--- config.mk ---
export PLATFORM = sky130hd
export DESIGN_NAME = spi_receiver
export DESIGN_NICKNAME = d
export VERILOG_FILES = /design/src/rtl/spi_receiver.sv
export SDC_FILE = /design/constraint.sdc
export NUM_CORES = 1
export LEC_CHECK = 0
export CORE_AREA = 2 2 55 57
export DETAILED_ROUTE_END_ITERATION = 10
export DIE_AREA = 0 0 57 59
export SLEW_MARGIN = 10
export SYNTH_ARGS = -nofsm -noshare
export SYNTH_HDL_FRONTEND = slang
export SYNTH_SLANG_ARGS = --single-unit
--- constraint.sdc ---
create_clock -name clock -period 1.9 [get_ports clock]
set_input_delay 0.475 -clock clock [delete_from_list [all_inputs] [get_ports clock]]
set_output_delay 0.475 -clock clock [all_outputs]
set_load 0.03 [all_outputs]
--- src/rtl/spi_receiver.sv ---
// SPI slave receiver: samples sdi on the selected sclk edge, assembles words.
// Optional macro SPI_RECEIVER_SYNC_EN adds a second synchronizer flop per input.
module spi_receiver #(
   parameter int bitcount      = 8,
   parameter int ss_polarity   = 0,
   parameter int sclk_polarity = 1,
   parameter int sclk_phase    = 1,
   parameter int msb_first     = 1
) (
   input  logic                clock,
   input  logic                reset,
   input  logic                ss,
   input  logic                sclk,
   input  logic                sdi,
   output logic [bitcount-1:0] data,
   output logic                valid,
   output logic                error,
   output logic                busy
);

`ifdef SPI_RECEIVER_SYNC_EN
   localparam int N = 2;
`else
   localparam int N = 1;
`endif

   localparam int   CW         = $clog2(bitcount + 1);
   localparam logic SS_ACT     = (ss_polarity != 0);
   localparam logic SCLK_IDLE  = (sclk_polarity != 0);
   localparam logic SAMPLE_LVL = (sclk_phase != 0) ? SCLK_IDLE : ~SCLK_IDLE;
   localparam logic [CW-1:0] LAST = CW'(bitcount - 1);

   typedef enum logic [1:0] {
      WAIT_RELEASE,
      IDLE,
      ACTIVE
   } state_t;

   state_t state_q, state_d;

   logic [N-1:0] ss_sync_q;
   logic [N-1:0] sclk_sync_q;
   logic [N-1:0] sdi_sync_q;
   logic         sclk_dly_q;

   logic s_ss;
   logic s_sclk;
   logic s_sdi;
   logic ss_act;
   logic sample;

   logic [CW-1:0]       cnt_q, cnt_d;
   logic [bitcount-1:0] sh_q, sh_d;
   logic [bitcount-1:0] shifted;
   logic [bitcount-1:0] data_q, data_d;
   logic                valid_q, valid_d;
   logic                error_q, error_d;

   // Input stage: plain pipeline, not reset so a frame in flight stays visible
   if (N == 1) begin : g_sync1
      always_ff @(posedge clock) begin
         ss_sync_q   <= ss;
         sclk_sync_q <= sclk;
         sdi_sync_q  <= sdi;
      end
   end else begin : g_syncn
      always_ff @(posedge clock) begin
         ss_sync_q   <= {ss_sync_q[N-2:0], ss};
         sclk_sync_q <= {sclk_sync_q[N-2:0], sclk};
         sdi_sync_q  <= {sdi_sync_q[N-2:0], sdi};
      end
   end

   assign s_ss   = ss_sync_q[N-1];
   assign s_sclk = sclk_sync_q[N-1];
   assign s_sdi  = sdi_sync_q[N-1];

   // Delayed copy of synchronized sclk for edge detection
   always_ff @(posedge clock) begin
      sclk_dly_q <= s_sclk;
   end

   assign ss_act = (s_ss == SS_ACT);
   assign sample = (s_sclk != sclk_dly_q) && (s_sclk == SAMPLE_LVL);

   // FSM state register
   always_ff @(posedge clock) begin
      if (reset) begin
         state_q <= WAIT_RELEASE;
      end else begin
         state_q <= state_d;
      end
   end

   // FSM next-state logic
   always_comb begin
      state_d = state_q;
      unique case (state_q)
         WAIT_RELEASE: if (!ss_act) state_d = IDLE;
         IDLE:         if (ss_act)  state_d = ACTIVE;
         ACTIVE:       if (!ss_act) state_d = IDLE;
         default:      state_d = WAIT_RELEASE;
      endcase
   end

   // New shift-register contents for one incoming bit
   always_comb begin
      shifted = '0;
      if (msb_first != 0) begin
         shifted = {sh_q[bitcount-2:0], s_sdi};
      end else begin
         shifted = {s_sdi, sh_q[bitcount-1:1]};
      end
   end

   // FSM output and datapath next-state logic; deassertion beats sampling
   always_comb begin
      cnt_d   = cnt_q;
      sh_d    = sh_q;
      data_d  = data_q;
      valid_d = 1'b0;
      error_d = 1'b0;
      unique case (state_q)
         IDLE: begin
            if (ss_act) begin
               cnt_d = '0;
               sh_d  = '0;
            end
         end
         ACTIVE: begin
            if (!ss_act) begin
               error_d = (cnt_q != '0);
               cnt_d   = '0;
               sh_d    = '0;
            end else if (sample) begin
               sh_d = shifted;
               if (cnt_q == LAST) begin
                  data_d  = shifted;
                  valid_d = 1'b1;
                  cnt_d   = '0;
               end else begin
                  cnt_d = cnt_q + CW'(1);
               end
            end
         end
         default: begin
         end
      endcase
   end

   // Datapath registers
   always_ff @(posedge clock) begin
      if (reset) begin
         cnt_q   <= '0;
         sh_q    <= '0;
         data_q  <= '0;
         valid_q <= 1'b0;
         error_q <= 1'b0;
      end else begin
         cnt_q   <= cnt_d;
         sh_q    <= sh_d;
         data_q  <= data_d;
         valid_q <= valid_d;
         error_q <= error_d;
      end
   end

   assign data  = data_q;
   assign valid = valid_q;
   assign error = error_q;
   assign busy  = (state_q == ACTIVE);

endmodule

Word-level counts from Yosys, hierarchy flattened:

Index checks and enable logic that the tools add are counted.
Widths: inputs -> output; s select.

* shifts and indexed selects: 0
* multiplexer cells: 13
* div/mod/pow operators: 0
* bitwise gates (word level): 3
* eq/ne operators: 7
* add/sub/neg operators: 1
* reduce and logical (&&, ||, !) cells: 10
* $lt $le $gt $ge: 0
* $mul: 0

Operator list (number)
* $mux 7: 3
* $mux 4: 4
* $pmux 7 s2: 1
* $pmux 4 s2: 1
* $add 4x1->4 const B: 1
* $eq 4x3->1 const B: 1
* $mux 2: 2
* $pmux 2 s2: 1
* $reduce_and 4->1: 1
* $reduce_bool 4->1: 1
* $reduce_or 4->1: 1
* $ne 3x1->1 const B: 1
* $not 1->1: 3
* $reduce_and 3->1: 1
* $reduce_or 3->1: 1
* $eq 2x1->1 const B: 1
* $eq 2x2->1 const B: 1
* $logic_not 2->1: 1
* $ne 2x1->1 const B: 1
* $ne 2x2->1 const B: 1
* $reduce_and 2->1: 1
* $reduce_bool 2->1: 1
* $reduce_or 2->1: 1
* $logic_and 1x1->1: 1
* 2 further kinds: 2

* ROM bits: 0
* memories: 0
* bits in latches: 0
* input bits: 5
* RAM bits: 0
* register bits after elaboration: 27
* output and inout bits: 11

Logic depth before layout (Yosys ltp):

* depth in word-level cells: 5
* depth in mapped cells: 7

Worst setup path after synthesis:

No wires, ideal clock.

* kind: reg2reg
* start: register state_q[0]
* end: register sh_q[6]
* required time: 1772 ps
* setup slack: 200 ps
* library setup time: 128 ps
* buffers on the path: 1
* period minus slack after synthesis: 1700 ps
* arrival time: 1572 ps
* cell stages (with the launch flop): 8
* cell sequence: dfxtp_1 > inv_1 > ha_1 > and2b_1 > and3_1 > buf_4 > a22oi_1 > nor2_1

* word-level cells in the longest chain between the ends: 3

Ends and longest elaborated chain
* from (decl): RTL line 39 `state_t state_q, state_d;`
* from (signal assigned): RTL line 91 `state_q <= state_d;`
* $eq 2x2->1 *
* named net busy: RTL line 18 `output logic busy`
* $ne 3x1->1 (no source line) or $reduce_bool 2->1 (tied branches)
* $reduce_and 3->1 (no source line)
* to (signal assigned): RTL line 155 `sh_q <= '0;`
* to (signal assigned): RTL line 161 `sh_q <= sh_d;`
* to (decl): RTL line 53 `logic [bitcount-1:0] sh_q, sh_d;`

Mark *: on every way through the listed nets, which the timed path passes. The rest lies on a longest branch.
A chain may end at the register's enable or synchronous reset.

Worst setup path in the final report:

* start: register data_q[2] (netlist: data[2])
* end: output port data[2]

RTL lines
* from (decl): RTL line 55 `logic [bitcount-1:0] data_q, data_d;`
* from (signal assigned): RTL line 162 `data_q <= data_d;`
* to (decl): RTL line 15 `output logic [bitcount-1:0] data,`

No word-level cell between the ends.

==> results by group <==
STA
  – Slew @ Worst Pin: 387.5 ps
  – Final worst setup slack: 75.08 ps
  – Total Neg Setup Slack: 0 ps
  – Final Skew: 8.887 ps
  – Fmax: approximately 550 MHz
  – Fin. Hold Viols: 0
  – Relative slew slack: 74.10%
  – Worst hold margin: 359.4 ps
  – Fin crit period: 1825 ps
  – Tcrit/Tclk final: a little over nine tenths
  – Final setup fails: 0
  – Final Max Slew Viols: 0
  – Setup repair after global routing missed its margin: false

Route
  – Residual DRC: 0
  – Detailed Routing Iterations Pass 1: 4
  – Post-DRT Antenna Nets: 0
  – Drt wl/cell: 11.04 µm
  – Vias per cell: 4.873
  – Drt total wl: between 1500 and 2000 µm
  – Routed vias: 770
  – Iter 0 DRT Violations: 11

Global route
  – GRT Total Usage: 12.54%
  – Overflow after GRT: 0
  – Initial antenna violation count: 0
  – Global-route wire length before repair: 3325 µm
  – Number of global-route vias before repair: slightly below 800
  – Largest net degree at the start of global routing: 19

Cells and area
  – Fill cell count: 267
  – Share of cells above drive strength 1: approximately a tenth
  – Antenna cell count: 0
  – Core Util, Final: approximately 48%
  – Multi-input logic area: 485.5 µm²
  – Fin cells: ~160
  – Final nets: 140
  – FF+latch area: between 500 and 600 µm²
  – P&R area growth vs syn: 22.82%

Power and ir drop
  – Leakage: approximately 0.59 nW
  – Maximum vdd ir drop: 0.4407 mV
  – Pwr dens: slightly above 700 mW/mm²

Run status
  – Outcome: completed

Placement
  – Final HPWL DP: about 1300 µm
  – Pre-CTS WS: 156.1 ps
  – Final GP Congestion: 0.7593
  – Cells after DPL: 154
  – Port Buffers: 15

Logic synthesis
  – Leading post-synthesis cells by instance count: 27 x dfxtp_1, 23 x nor2_1, 9 x mux2i_1
  – Register area share after synthesis: 50.82%
  – EDFF count, synth: 0
  – Share of the synthesized area in the top cell type: between 50% and 60%
  – Average size of a mapped cell: 9.757 µm²
  – Gate Count Post-Synth: ~110
  – Top cells by area, synth: dfxtp_1 51%, mux2i_1 8.5%, ha_1 8.2%
  – Leading area contributor after synthesis: dfxtp_1
  – YS warnings: 0
  – Ys flop type: dfxtp_1
  – Synth Cell Area: 0.001064 mm²
  – Flop and latch count out of synthesis: 27
  – Syn nets: 121
  – Count of cell types in the netlist: 26
  – Ys async rst share: 0%
  – Count leader, synth: dfxtp_1

Clock tree
  – TritonCTS buffer count: 3
  – Clock latency on the worst-skew pair: 320 ps
  – Root buffer cell: clkbuf_4
  – H-tree lvl count: 1
  – Clock Sinks: 27
  – Clock Pin Slew Worst Setup and Hold Paths: 150 ps
  – Clk buf depth: 2
  – CTS tree: done
  – Postcts setup bufs: 0
  – Hold-fix buffers, CTS: 0

Floorplan
  – Die H: about 60 µm
  – Die ar.: ~0.0034 mm²
  – Die Span X: 57 µm
  – I/O pin count: 16
  – Core ar.: ~0.0027 mm²
  – Initial core utilization: between 30% and 40%
  – Num rows: 19

Worst setup path
  – Crit path arrival time: 1350 ps
  – Largest delay share family, worst path: buffers and inverters
  – Crit-path cells: clkdlybuf4s50_1
  – Crit-path max FO: 2
  – CP endpoint kind: primary output
  – Critical path class: reg -> out
  – Crit-path slowest cell: clkdlybuf4s50_1
  – Buf+Inv Stages, Crit Path: 1
  – Startpoint Class: flop
  – Critical Path Max Stage Delay: 670 ps
  – Crit path required time: 1420 ps

Job
  – Max Cap Viol: 0

Min path
  – Hold Crit Class: reg -> reg
## power breakdown
group / total, W / internal (W) / switching (W)
Sequential: 0.000584 / 0.000576 / 0.00000774
Combinational: 0.0000915 / 0.0000400 / 0.0000515
Clock: 0.000255 / 0.0000856 / 0.000169
## final cells by class
cell class | count | share of cell area [%]
clock inverters | 1 | 0.6705
well taps | 31 | 2.969
repair buffers | 18 | 14.56
inverters | 5 | 1.437
flip-flops and latches | 27 | 41.48
multi-input cells | 73 | 37.16
clock buffers | 3 | 1.724
## cells by family (layout without fill, tap and decap cells)
group	Yosys count	after routing	share of synthesized area, %
adder cells (fa/ha/maj)	7	7	8.235
multiplexers	9	9	8.471
flip-flops	27	27	50.82
AO/OA/AOI/OAI	15	15	10.00
AND/OR/NAND/NOR	42	42	18.82
buffers and inverters	9	27	3.646
## metrics by stage
step | cell area [µm²] | total power (W)
2_1_floorplan | 1064 | 0.0006527
3_3_place_gp | 1267 | 0.0006871
3_5_place_dp | 1267 | 0.0006894
4_1_cts | 1299 | 0.0009481
5_1_grt | 1306 | 0.0009818
6_report | 1306 | 0.0009303
## registers in the layout (all words and copies together), names as in the netlist
| signal | count |
|---|---|
| sclk_dly_q | 1 |
| s_sdi | 1 |
| cnt_q | 4 |
| valid | 1 |
| data | 8 |
| s_ss | 1 |
| state_q | 2 |
| error | 1 |
| sh_q | 7 |
| s_sclk | 1 |
## cell usage in the layout (no fill, tap or decap)
cell	synthesis	final
dfxtp_1	27	26
nand2_1	6	6
nor3_1	2	2
dlymetal6s2s_1	0	2
buf_4	1	2
nor4_1	1	1
ha_1	7	7
and3_2	0	1
a22oi_1	8	8
and2b_1	2	2
clkbuf_4	0	3
nand3_1	2	2
a31oi_1	1	1
a211oi_1	1	1
nand2b_2	1	1
nor2_1	23	23
clkdlybuf4s15_1	0	1
o21ai_0	2	2
nand4_2	1	1
clkdlybuf4s50_1	0	12
buf_12	0	1
inv_1	4	4
o211ai_2	1	1
nor2b_1	1	1
nor4b_1	1	1
or4_1	1	1
a21oi_1	2	2
inv_6	0	1
mux2i_1	9	9
clkinv_1	1	1
dfxtp_2	0	1
## path summary, 6_finish.rpt
path	from	cells past startpoint	to	slack (ps)
setup reg to reg	state_q[0]$_SDFFE_PP0P_	7	data[2]$_SDFFE_PP0P_	250
hold / removal	s_sclk$_DFF_P_	0	sclk_dly_q$_DFF_P_	360
hold reg to reg	s_sclk$_DFF_P_	0	sclk_dly_q$_DFF_P_	360
setup / recovery	data[2]$_SDFFE_PP0P_	1	data[2]	80
## timing repair
item	in CTS	in global routing
endpoints found under the setup margin	1	4
gates resized for setup	2	4
pin swaps	0	0
## metal layers
layer  share of wire, %  global-route usage (%)  vias to the layer above  wire length [µm]
li1                   -                       -                      409                 -
met1                 48                   15.21                      350               839
met2                 48                   22.17                        9               842
met3                3.0                   3.493                        2                53
met4               0.52                   2.990                        0                 9
met5                  0                       0                        -                 0
No activity file was read; power rests on OpenSTA's default activity.
